[config.mk]
export PLATFORM = sky130hd
export DESIGN_NAME = induct_stop_ctrl
export DESIGN_NICKNAME = d
export VERILOG_FILES = /design/src/rtl/induct_stop_ctrl.sv
export SDC_FILE = /design/constraint.sdc
export NUM_CORES = 1
export LEC_CHECK = 0
export CAP_MARGIN = 25
export CORE_MARGIN = 3
export CORE_UTILIZATION = 50
export CTS_BUF_LIST = sky130_fd_sc_hd__clkbuf_2
export DETAILED_ROUTE_END_ITERATION = 16
export PLACE_DENSITY = 0.77
export REMOVE_ABC_BUFFERS = 1
export SLEW_MARGIN = 0
export SYNTH_ARGS = -nofsm -noshare
export SYNTH_HDL_FRONTEND = slang
export SYNTH_SLANG_ARGS = --single-unit
export TNS_END_PERCENT = 50
[constraint.sdc]
create_clock -name clk -period 2.6 [get_ports clk]
set_input_delay 0.52 -clock clk [delete_from_list [all_inputs] [get_ports clk]]
set_output_delay 0.52 -clock clk [all_outputs]
set_load 0.02 [all_outputs]
[src/rtl/induct_stop_ctrl.sv]
// Inductive marker stop controller: synchronises and debounces two metal sensors,
// latches a motor stop on a confirmed hit and holds off re-detection after resume.
module induct_stop_ctrl #(
    parameter int unsigned DEBOUNCE_CYCLES = 100000,
    parameter int unsigned HOLDOFF_CYCLES  = 100000000,
    parameter int unsigned CNT_W           = 27,
    parameter int unsigned HOME_STATE_A    = 12,
    parameter int unsigned HOME_STATE_B    = 13
) (
    input  logic       clk,
    input  logic       reset,
    input  logic       InductA,
    input  logic       InductB,
    input  logic       arm,
    input  logic       resume,
    input  logic [3:0] freq_state,
    output logic       on_induct,
    output logic       ind_event,
    output logic       motor_stop,
    output logic       home_flag,
    output logic [1:0] ctrl_state
);

    typedef enum logic [1:0] {
        IDLE    = 2'd0,
        ARMED   = 2'd1,
        STOPPED = 2'd2,
        HOLDOFF = 2'd3
    } state_t;

    localparam logic [CNT_W-1:0] DEB_LAST  = CNT_W'(DEBOUNCE_CYCLES - 1);
    localparam logic [CNT_W-1:0] HOLD_LAST = CNT_W'(HOLDOFF_CYCLES - 1);

    function automatic logic is_home(input logic [3:0] fs);
        return (fs == 4'(HOME_STATE_A)) || (fs == 4'(HOME_STATE_B));
    endfunction

    logic [1:0]       sync_a_r;
    logic [1:0]       sync_b_r;
    logic             raw_metal_s;
    logic             filt_metal_r;
    logic [CNT_W-1:0] deb_cnt_r;
    logic [CNT_W-1:0] hold_cnt_r;
    logic             on_induct_r;
    logic             ind_event_r;
    logic             motor_stop_r;
    logic             home_flag_r;
    state_t           state_r;

    // Two-flop synchronisers; idle high means no metal.
    always_ff @(posedge clk or negedge reset) begin
        if (!reset) begin
            sync_a_r <= 2'b11;
            sync_b_r <= 2'b11;
        end else begin
            sync_a_r <= {sync_a_r[0], InductA};
            sync_b_r <= {sync_b_r[0], InductB};
        end
    end

    assign raw_metal_s = ~(sync_a_r[1] & sync_b_r[1]);

    // Debounce filter: the counter only runs while raw and filtered disagree.
    always_ff @(posedge clk or negedge reset) begin
        if (!reset) begin
            deb_cnt_r    <= '0;
            filt_metal_r <= 1'b0;
            on_induct_r  <= 1'b1;
        end else begin
            on_induct_r <= ~filt_metal_r;
            if (raw_metal_s == filt_metal_r) begin
                deb_cnt_r <= '0;
            end else if (deb_cnt_r == DEB_LAST) begin
                filt_metal_r <= raw_metal_s;
                deb_cnt_r    <= '0;
            end else begin
                deb_cnt_r <= deb_cnt_r + CNT_W'(1);
            end
        end
    end

    // Control FSM with registered outputs; dropping arm always wins.
    always_ff @(posedge clk or negedge reset) begin
        if (!reset) begin
            state_r      <= IDLE;
            hold_cnt_r   <= '0;
            ind_event_r  <= 1'b0;
            motor_stop_r <= 1'b0;
            home_flag_r  <= 1'b0;
        end else begin
            ind_event_r <= 1'b0;
            if (!arm) begin
                home_flag_r <= 1'b0;
            end else if ((state_r == ARMED) && filt_metal_r && is_home(freq_state)) begin
                home_flag_r <= 1'b1;
            end else begin
                home_flag_r <= home_flag_r;
            end

            case (state_r)
                IDLE: begin
                    motor_stop_r <= 1'b0;
                    state_r      <= arm ? ARMED : IDLE;
                end
                ARMED: begin
                    if (!arm) begin
                        state_r      <= IDLE;
                        motor_stop_r <= 1'b0;
                    end else if (filt_metal_r) begin
                        state_r      <= STOPPED;
                        ind_event_r  <= 1'b1;
                        motor_stop_r <= 1'b1;
                    end else begin
                        motor_stop_r <= 1'b0;
                    end
                end
                STOPPED: begin
                    if (!arm) begin
                        state_r      <= IDLE;
                        motor_stop_r <= 1'b0;
                    end else if (resume) begin
                        state_r      <= HOLDOFF;
                        hold_cnt_r   <= '0;
                        motor_stop_r <= 1'b0;
                    end else begin
                        motor_stop_r <= 1'b1;
                    end
                end
                HOLDOFF: begin
                    motor_stop_r <= 1'b0;
                    if (!arm) begin
                        state_r    <= IDLE;
                        hold_cnt_r <= '0;
                    end else if (hold_cnt_r == HOLD_LAST) begin
                        state_r    <= ARMED;
                        hold_cnt_r <= '0;
                    end else begin
                        hold_cnt_r <= hold_cnt_r + CNT_W'(1);
                    end
                end
                default: begin
                    state_r      <= IDLE;
                    hold_cnt_r   <= '0;
                    motor_stop_r <= 1'b0;
                end
            endcase
        end
    end

    assign on_induct  = on_induct_r;
    assign ind_event  = ind_event_r;
    assign motor_stop = motor_stop_r;
    assign home_flag  = home_flag_r;
    assign ctrl_state = state_r;

endmodule

# Word-level counts from Yosys, hierarchy flattened
# Cells that the tools add are included.
[word_totals]
ff_bits = 65
output_inout_bits = 6
elab_cells = 62
[op_classes]
addsub = 2
n_eq_ne = 14
muxes = 23
n_bitwise = 4
reduce_logical = 9
[op_table]
columns = ["op", "count"]
rows = [
  ["27-bit 2-to-1 mux", 6],
  ["27-bit by 1-bit adder with 27-bit output, second input constant", 2],
  ["27-bit case mux with 2 select lines", 1],
  ["27-bit by 17-bit == test with 1-bit output, second input constant", 1],
  ["27-bit == test, second input constant", 1],
  ["2-bit 2-to-1 mux", 6],
  ["3-bit inequality test, second input constant", 3],
  ["4-bit == test, second input constant", 2],
  ["1-bit 2-to-1 mux", 8],
  ["2-bit case mux with 4 select lines", 1],
  ["3-bit AND reduction", 2],
  ["2-bit == test, second input constant", 2],
  ["2-bit inequality test, second input constant", 2],
  ["1-bit inverter", 3],
  ["1-bit case mux with 3 select lines", 1],
  ["2-bit by 1-bit == test with 1-bit output, second input constant", 1],
  ["1-bit logical AND", 2],
  ["2-bit logical NOT", 1],
  ["2-bit by 1-bit inequality test with 1-bit output, second input constant", 1],
  ["2-bit AND reduction", 1],
  ["2-bit nonzero test", 1],
  ["2-bit OR reduction", 1],
  ["1-bit AND", 1],
  ["1-bit == test", 1],
  ["1-bit logical OR", 1],
]

# Longest topological paths before layout
# Gate-level depths: netlist (run 1).
[depth]
depth_word = 5
ltp_mapped = 8
depth_no_buf = 7

# Worst setup path before layout (run 1)
# OpenSTA, ideal clock, no wires.
[synth_timing]
kind = "reg2reg"
from = "register state_r[0], in the netlist ctrl_state[0]"
to = "register hold_cnt_r[26]"
setup_time_ns = 0.077
arrival_ns = 1.914
setup_slack_ns = 0.609
stages_incl_launch_ff = 8
n_path_buf = 0
synth_period_minus_slack_ns = 1.991
cell_sequence = "dfrtp_1 -> inv_1 -> ha_1 -> nand2b_1 -> a211oi_1 -> nand4_1 -> or3_1 -> a21oi_1"
[synth_between]
elab_chain_len = 3
elab_cells_between_ends = 7
[synth_lines]
columns = ["item", "line", "source"]
rows = [
  ["start, declared", "48", "state_t state_r;"],
  ["start signal, assigned", "103", "state_r <= arm ? ARMED : IDLE;"],
  ["2-bit == test", "100", "case (state_r)"],
  ["2-bit inequality test (no line) or 2-bit nonzero test (tied branches)", "n/a", ""],
  ["3-bit AND reduction (no line)", "n/a", ""],
  ["end signal, assigned", "138", "hold_cnt_r <= hold_cnt_r + CNT_W'(1);"],
  ["end, declared", "43", "logic [CNT_W-1:0] hold_cnt_r;"],
]
# Parallel ways exist; a longest one is shown, timed or not.
# A chain may end at the register's enable or synchronous reset.

# Worst setup path in the final report (run 1)
# Ends and elaborated chain as after synthesis.

==> flow_summary.json, run 1 <==
{
  "maxCapViolations": 0,
  "report.final.slew_viol_count": 0,
  "setup_viol": 0,
  "min_path_cells": 0,
  "fin_nets": 372,
  "pin_count": 16,
  "gp_congestion": 0.808,
  "utilization_pct": 59.0,
  "clk_latency_ps": 500,
  "cts_buffer_depth": 2,
  "numCtsBuffers": 9,
  "crit_path_end_kind": "flip-flop",
  "place_area_um2": 3500,
  "rows": 28,
  "cts_sinks": 65,
  "regToRegSetupSlack_ps": 370,
  "viasPerCell": 5.57,
  "drc": 0,
  "start_kind": "flip-flop",
  "cts_max_level": 3,
  "hold_viol": 0,
  "wl_per_cell_um": 13.9,
  "timing.rr.start": "ctrl_state[0]",
  "ant_nets": 0,
  "synth-seq-cells": 65,
  "relSlewSlack_pct": 49.1,
  "grt_pass1_wl_mm": 11.0,
  "fmaxAchievable_mhz": 448,
  "whs_ps": 368,
  "diodes": 0,
  "pwr-share-comb_pct": 12.9,
  "worstSetupPathType": "reg -> reg",
  "die_x_um": 87.1,
  "synth.distinct_cells": 45,
  "r2r_cells": 7,
  "cts_root_buf": "clkbuf_2",
  "cp_data_arrival_time_ps": 2670,
  "vias": 2436,
  "status": "finished clean",
  "power_mw": 1.92,
  "p_int_mw": 1.36,
  "overflow": 0,
  "path_clk_slew_ps": 180,
  "drive_above_1_share_pct": 11.9,
  "fillers": 511,
  "tns_ps": 0,
  "dieHeight_um": 87.1,
  "final.min_clock_period_ps": 2230,
  "postLayoutCellArea_um2": 3620,
  "start_util_pct": 53.6,
  "totalWireLength_mm": 6.08,
  "drt_iter0_drc": 119,
  "pwr-share-seq_pct": 56.8,
  "finalClockSkew_ps": 12.9,
  "worstMarginPinSlew_ps": 758,
  "syn_area_um2": 3290,
  "area_growth_pct": 10.1,
  "pwr-share-clk_pct": 30.3,
  "required_ps": 3040,
  "syn_inst": 334,
  "dpl.hpwl_mm": 4.11,
  "avgSynthCellArea_um2": 9.84,
  "antenna_found_initial": 0,
  "ys_warn_count": 0,
  "portBuffers": 14,
  "grt_max_degree": 43,
  "vdd_drop_max_v": 0.000429,
  "critical_path.max_fanout": 7,
  "worstHoldStart": "sync_a_r[0]",
  "grt_pass1_vias": 2433,
  "hp-class": "reg -> reg",
  "netSwitchingFraction_pct": 29.1,
  "cts_tree": "built",
  "period_share_pct": 85.8,
  "rr_endpoint": "hold_cnt_r[26]",
  "power.switching_uw": 559,
  "powerDensity_nw_per_um2": 531,
  "regArea_um2": 1630,
  "min_to": "sync_a_r[1]",
  "core_um2": 6130,
  "first_pass_iters": 4,
  "grt_usage_pct": 18.3,
  "p_leak_nw": 1.56,
  "multi_input_area_um2": 1570,
  "rsz0062_at_grt": "false",
  "ys_seq_area_share_pct": 49.7,
  "die-area_um2": 7590
}
[cells by family (layout without fill, tap and decap cells)]
logic type,after synthesis,after routing,share of synthesized area (%)
xor gates and xnor gates,42,42,11.2
adders and majority gates,5,5,1.90
AOI/OAI and AO/OA,31,31,5.97
and+or+nand+nor,175,175,28.3
DFF,65,65,49.7
muxes,1,1,0.304
buffers and inverters,15,43,2.63
[power groups by stage]
stage / combinational [mW] / clock (mW) / sequential (mW)
after floorplan: 0.146 / 0 / 1.12
final: 0.249 / 0.582 / 1.09
after global placement: 0.245 / 0 / 1.11
after CTS: 0.252 / 0.604 / 1.09
after detailed placement: 0.250 / 0 / 1.11
after global routing: 0.280 / 0.648 / 1.10
[state kept, by name, summed over array words and instances (netlist names)]
signal,flops
ctrl_state,2
home_flag,1
hold_cnt_r,27
ind_event,1
on_induct,1
sync_b_r,2
deb_cnt_r,27
sync_a_r,2
filt_metal_r,1
motor_stop,1
[worst max-delay path, stage by stage (launching register included)]
cell and delay, ps:
dfrtp_1 470, inv_1 80, ha_1 220, nand3_1 220, a211oi_1 330, nand4_1 270, or3_1 430, a21oi_1 150
[Yosys cell counts, drive strengths merged]
cell type / n / share of area (%)
or2: 2 / 0.38
nand2: 34 / 3.9
and3: 8 / 1.5
dfstp: 5 / 4.0
nor4: 6 / 2.0
o22ai: 2 / 0.38
nor2: 59 / 8.0
nand4: 26 / 4.9
xnor2: 10 / 2.7
nand2b: 4 / 0.76
a211oi: 2 / 0.46
a21oi: 9 / 1.7
o21a: 1 / 0.23
xor2: 32 / 8.5
nand3: 15 / 2.3
o31a: 1 / 0.27
nor3: 8 / 1.4
ha: 5 / 1.9
mux2i: 1 / 0.30
o22a: 1 / 0.30
or3: 3 / 0.57
dfrtp: 60 / 46
buf: 5 / 1.4
clkbuf: 2 / 0.27
or4bb: 1 / 0.34
o31ai: 2 / 0.46
and4: 5 / 1.4
o41ai: 1 / 0.27
a31oi: 2 / 0.38
o21ai: 10 / 1.5
and2: 2 / 0.38
or4: 2 / 0.57
inv: 8 / 0.91
[area by class of cell]
| class | instances | area share (%) |
|---|---|---|
| repair buffers | 19 | 5.18 |
| multi-input cells | 254 | 43.3 |
| clock buffers | 9 | 1.24 |
| well taps | 75 | 2.59 |
| flip-flops and latches | 65 | 45.1 |
| clock inverters | 7 | 1.69 |
| inverters | 8 | 0.830 |
[through the flow]
stage / setup WS (ps) / instances
2_1_floorplan: 319 / 327
3_3_place_gp: 222 / 420
3_5_place_dp: 178 / 420
4_1_cts: 397 / 437
5_1_grt: 163 / 437
6_report: 369 / 437
[worst max path at each step]
stage,from,end,slack (ps),depth (start not counted)
floorplan,ctrl_state[0],hold_cnt_r[7],320,7
global placement,arm,hold_cnt_r[26],220,6
detailed placement,resume,hold_cnt_r[26],180,6
CTS,ctrl_state[0],hold_cnt_r[26],400,7
global route,ctrl_state[0],hold_cnt_r[26],160,7
finish,ctrl_state[0],hold_cnt_r[26],370,7
[metal layers]
layer | GRT usage (%) | vias up | part of all wire [%] | wire length, um
met3 | 4.64 | 11 | 3.6 | 218
met5 | 0 | - | 0 | 0
li1 | - | 1214 | - | -
met2 | 29.7 | 42 | 48 | 2920
met1 | 23.3 | 1169 | 46 | 2830
met4 | 7.81 | 0 | 1.9 | 118
[layout by cell type, fill, tap and decap left out, drive strengths merged, types with 6 or more instances in the layout]
cell type,n
nor2,59
clkdlybuf4s50,13
nand4,26
inv,8
and3,8
nand2,34
a21oi,9
dfrtp,60
xnor2,10
nor4,6
clkbuf,9
nor3,8
nand3,15
xor2,32
o21ai,10
[timing repair]
action / CTS / global route
endpoints found under the setup margin: 0 / 0
buffers inserted: 0 / 0
hold buffers: 1 / 0
endpoints found under the hold margin: 18 / 0
resized for setup: 0 / 0
(Power assumes the default switching activity.)
==> run 2, diff against run 1 <==
--- a/config.mk
+++ b/config.mk
@@ -8,10 +8,11 @@
 export CAP_MARGIN = 25
 export CORE_MARGIN = 3
 export CORE_UTILIZATION = 50
-export CTS_BUF_LIST = sky130_fd_sc_hd__clkbuf_2
+export CTS_BUF_LIST = sky130_fd_sc_hd__clkbuf_8
 export DETAILED_ROUTE_END_ITERATION = 16
 export PLACE_DENSITY = 0.77
 export REMOVE_ABC_BUFFERS = 1
+export SETUP_SLACK_MARGIN = 0.3
 export SLEW_MARGIN = 0
 export SYNTH_ARGS = -nofsm -noshare
 export SYNTH_HDL_FRONTEND = slang
==> flow_summary.json, run 2 (synthesis gave the netlist of run 1 again) <==
{
  "status": "finished clean",
  "cp_data_arrival_time_ps": 2380,
  "drc": 0,
  "overflow": 0,
  "rows": 28,
  "drt_iter0_drc": 99,
  "worstSetupPathType": "reg -> reg",
  "tns_ps": 0,
  "relSlewSlack_pct": 49.6,
  "finalClockSkew_ps": 6.13,
  "pin_count": 16,
  "cts_sinks": 65,
  "grt_max_degree": 43,
  "powerDensity_nw_per_um2": 604,
  "start_util_pct": 53.6,
  "worstMarginPinSlew_ps": 750,
  "path_clk_slew_ps": 70,
  "fin_nets": 373,
  "p_leak_nw": 1.61,
  "cts_root_buf": "clkbuf_8",
  "ant_nets": 0,
  "grt_pass1_wl_mm": 11.4,
  "report.final.slew_viol_count": 0,
  "portBuffers": 14,
  "rsz0062_at_grt": "false",
  "totalWireLength_mm": 6.40,
  "gp_congestion": 0.808,
  "fmaxAchievable_mhz": 473,
  "cp_cell_sequence": "inv_1, ha_1, nand2b_1, a211oi_1, nand4_1, or3_1, a21oi_1",
  "grt_pass1_vias": 2464,
  "vdd_drop_max_v": 0.000535,
  "start_kind": "flip-flop",
  "die_x_um": 87.1,
  "timing.rr.start": "ctrl_state[0]",
  "hold_buffers": 0,
  "core_um2": 6130,
  "drive_above_1_share_pct": 13.8,
  "dieHeight_um": 87.1,
  "power_mw": 2.26,
  "first_pass_iters": 4,
  "postLayoutCellArea_um2": 3740,
  "cts_max_level": 3,
  "required_ps": 2870,
  "dpl.hpwl_mm": 4.11,
  "max_stage_delay_ps": 410,
  "period_share_pct": 81.3,
  "setup_viol": 0,
  "cts_buffer_depth": 2,
  "slowest_stage": "or3_1",
  "place_area_um2": 3500,
  "final_common_cell": "dfrtp_1",
  "maxCapViolations": 0,
  "antenna_found_initial": 0,
  "wl_per_cell_um": 14.6,
  "hp-class": "in -> async",
  "cp-startpoint": "ctrl_state[0]",
  "reg_top3": "deb_cnt_r x27, hold_cnt_r x27",
  "viasPerCell": 5.67,
  "final.min_clock_period_ps": 2110,
  "critical_path.max_fanout": 6,
  "cts_tree": "built",
  "crit_path_end_kind": "flip-flop",
  "area_growth_pct": 13.7,
  "diodes": 0,
  "grt_usage_pct": 19.1,
  "final_cell_mix": "59 x dfrtp_1, 48 x nor2_1, 34 x nand2_1, 32 x xor2_1, 26 x nand4_1",
  "clk_latency_ps": 340,
  "hold_viol": 0,
  "die-area_um2": 7590,
  "numCtsBuffers": 9,
  "vias": 2482
}
==> run 2: power by group <==
group          switching [mW]  internal [mW]
clock                   0.397          0.520
combinational           0.146          0.103
sequential             0.0417           1.05
==> run 2: final timing paths <==
path / to / slack (ps) / cells after the start
max: hold_cnt_r[26] / 490 / 7
min reg2reg: sync_b_r[1] / 360 / 0
min: hold_cnt_r[2] / 160 / 1
max reg2reg: hold_cnt_r[26] / 490 / 7
min in group clk: sync_b_r[1] / 360 / 0
max in group asynchronous: ctrl_state[0] / 1810 / 2
==> run 2: repair_timing <==
action,4_1_cts,5_1_grt
setup buffers,0,2
endpoints found under the hold margin,0,0
endpoints found under the setup margin,0,3
gates resized for setup,0,2
==> run 2: area by class of cell <==
cell class / instances / area, um^2
Clock buffer: 12 / 165
Clock inverter: 4 / 50.0
Fill cell: 506 / 2390
Inverter: 8 / 30.0
Multi-Input combinational cell: 254 / 1570
Sequential cell: 65 / 1630
Tap cell: 75 / 93.8
Timing Repair Buffer: 20 / 193
==> run 2: metal layers <==
layer	global-route usage (%)	share of wire, %
met3	5.39	4.0
met5	0	0
met4	6.28	1.5
met2	31.4	49
met1	24.3	46
==> run 2: stage by stage <==
stage | setup WS [ps] | utilization [%] | instances | hold WS (ps)
final | 487 | 61.0 | 438 | 161
after global routing | 291 | 61.0 | 438 | 181
after CTS | 426 | 60.7 | 436 | 162
after detailed placement | 178 | 57.1 | 420 | 347
after global placement | 222 | 57.1 | 420 | 346
after floorplan | 319 | - | 327 | 224
==> run 2: worst max-delay path: cells and delay by family, from the launching register on <==
kind                     cells  cell delay, ps
AND/OR/NAND/NOR              3             910
AO/OA/AOI/OAI                2             420
flip-flops                   1             400
adder cells (fa/ha/maj)      1             250
buffers and inverters        1              60
==> run 3, diff against run 2 <==
--- a/config.mk
+++ b/config.mk
@@ -10,7 +10,7 @@
 export CORE_UTILIZATION = 50
 export CTS_BUF_LIST = sky130_fd_sc_hd__clkbuf_8
 export DETAILED_ROUTE_END_ITERATION = 16
-export PLACE_DENSITY = 0.77
+export PLACE_DENSITY = 0.8
 export REMOVE_ABC_BUFFERS = 1
 export SETUP_SLACK_MARGIN = 0.3
 export SLEW_MARGIN = 0
==> constraint.sdc (replaced) <==
create_clock -name clk -period 1.9 [get_ports clk]
set_input_delay 0.38 -clock clk [delete_from_list [all_inputs] [get_ports clk]]
set_output_delay 0.38 -clock clk [all_outputs]
set_load 0.02 [all_outputs]
==> flow_summary.json, run 3 (synthesis gave the netlist of run 1 again) <==
{
  "portBuffers": 14,
  "first_pass_iters": 7,
  "rsz0062_at_grt": "true",
  "hold_buffers": 0,
  "area_growth_pct": 43.9,
  "grt_pass1_vias": 2801,
  "vdd_drop_max_v": 0.000679,
  "fin_nets": 429,
  "cts_max_level": 3,
  "crit_family": "simple AND/OR/NAND/NOR gates",
  "hold_viol": 0,
  "rows": 28,
  "pwr-share-seq_pct": 45.2,
  "whs_ps": 49.5,
  "die_x_um": 87.1,
  "cts_sinks": 65,
  "powerDensity_nw_per_um2": 701,
  "totalWireLength_mm": 9.66,
  "report.final.slew_viol_count": 0,
  "numCtsBuffers": 9,
  "cp_cell_sequence": "nand4_1, buf_4, nor4_4, a21oi_4, nor2_8, buf_12, nor2_2",
  "viasPerCell": 6.00,
  "diodes": 0,
  "pwr-share-clk_pct": 35.6,
  "path_clk_slew_ps": 70,
  "grt_pass1_wl_mm": 12.4,
  "gp_congestion": 0.810,
  "final_cell_mix": "57 x dfrtp_1, 51 x buf_4, 33 x nor2_4, 32 x nand2_1, 26 x nand4_1",
  "utilization_pct": 77.2,
  "drive_above_1_share_pct": 41.1,
  "cp_data_arrival_time_ps": 2160,
  "clk_latency_ps": 340,
  "finalClockSkew_ps": 7.00,
  "vias": 2965,
  "fmaxAchievable_mhz": 518,
  "relSlewSlack_pct": 74.4,
  "worstMarginPinSlew_ps": 380,
  "dpl.hpwl_mm": 4.43,
  "worstSetupPathType": "reg -> reg",
  "cts_buffer_depth": 2,
  "pin_count": 16,
  "violations": "negative setup slack",
  "drt_iter0_drc": 176,
  "p_leak_nw": 2.03,
  "start_kind": "flip-flop",
  "final_common_cell": "dfrtp_1",
  "cts_root_buf": "clkbuf_8",
  "place_area_um2": 3760,
  "status": "finished, violations left",
  "die-area_um2": 7590,
  "max_stage_delay_ps": 450,
  "required_ps": 2130,
  "grt_max_degree": 66,
  "slowest_stage": "dfrtp_1",
  "netSwitchingFraction_pct": 27.9,
  "start_util_pct": 53.6,
  "postLayoutCellArea_um2": 4730,
  "final.min_clock_period_ps": 1930,
  "pwr-share-comb_pct": 19.2,
  "grt_usage_pct": 20.6,
  "crit_path_end_kind": "flip-flop",
  "maxCapViolations": 0,
  "drc": 0,
  "tns_ps": -145,
  "critical_path.max_fanout": 8,
  "antenna_found_initial": 0,
  "period_share_pct": 102,
  "p_int_mw": 2.39,
  "power.switching_uw": 924,
  "overflow": 0,
  "core_um2": 6130,
  "reg_top3": "deb_cnt_r x27, hold_cnt_r x27",
  "setup_viol": 10,
  "ant_nets": 0,
  "cp_num_buf_inv": 2,
  "finalWorstSetupSlack_ps": -28.8,
  "wl_per_cell_um": 19.5,
  "hp-class": "in -> async",
  "cts_tree": "built",
  "dieHeight_um": 87.1
}
[run 3: changes by cell type in the layout (fill, tap and decap cells not counted), moves of 6 or more]
| cell | change |
|---|---|
| buf_4 | +46 |
| clkdlybuf4s50_1 | -6 |
| nor2_1 | -29 |
| nor2_4 | +33 |
| xor2_1 | -7 |
| xor2_2 | +7 |
[run 3: stage by stage]
stage / instances / total power [mW] / setup WS, ps
final: 494 / 3.32 / -28.8
after global routing: 494 / 3.44 / -118
after CTS: 479 / 3.15 / 18.1
after detailed placement: 449 / 1.93 / -291
after global placement: 449 / 1.91 / -248
after floorplan: 327 / 1.73 / -381
[run 3: worst reg2reg max path, cell delays in order, from the launching register on]
cell     delay (ps)
dfrtp_1         450
nand4_1         260
buf_4           230
nor4_4          300
a21oi_4         180
nor2_8          170
buf_12          170
nor2_2           50
[run 3: area by class of cell]
class,instances,area [um^2]
Multi-Input combinational cell,254,2070
Clock inverter,5,48.8
Tap cell,75,93.8
Sequential cell,65,1640
Fill cell,329,1400
Clock buffer,11,151
Timing Repair Buffer,76,704
Inverter,8,30.0
[run 3: routing by layer]
metal / global-route usage (%) / share of wire [%] / vias up / routed length, um
li1: - / - / 1315 / -
met1: 24.2 / 37 / 1463 / 3560
met2: 37.0 / 54 / 136 / 5180
met3: 5.39 / 4.8 / 51 / 462
met4: 6.14 / 4.7 / 0 / 452
met5: 0 / 0 / - / 0
[run 3: final timing paths]
| check | startpoint | to | slack, ps | cells after the start |
|---|---|---|---|---|
| max reg2reg | hold_cnt_r[5] | hold_cnt_r[14] | -30 | 7 |
| min | reset | hold_cnt_r[9] | 50 | 2 |
| max in group asynchronous | reset | sync_b_r[0] | 1530 | 2 |
| max | hold_cnt_r[5] | hold_cnt_r[14] | -30 | 7 |
| min reg2reg | sync_b_r[0] | sync_b_r[1] | 360 | 0 |
| min in group clk | sync_b_r[0] | sync_b_r[1] | 360 | 0 |
[run 3: power groups by stage]
stage	clock, mW	sequential (mW)	combinational (mW)
final	1.18	1.50	0.638
after global routing	1.26	1.50	0.678
after CTS	1.19	1.49	0.471
after detailed placement	0	1.51	0.418
after global placement	0	1.51	0.406
after floorplan	0	1.53	0.200
[run 3: what timing repair did]
action	in CTS	in global routing
buffers inserted	12	14
gates resized for setup	36	94
setup endpoints to repair	63	61
pin swaps	17	60
hold endpoints to repair	0	0
cloned	2	1
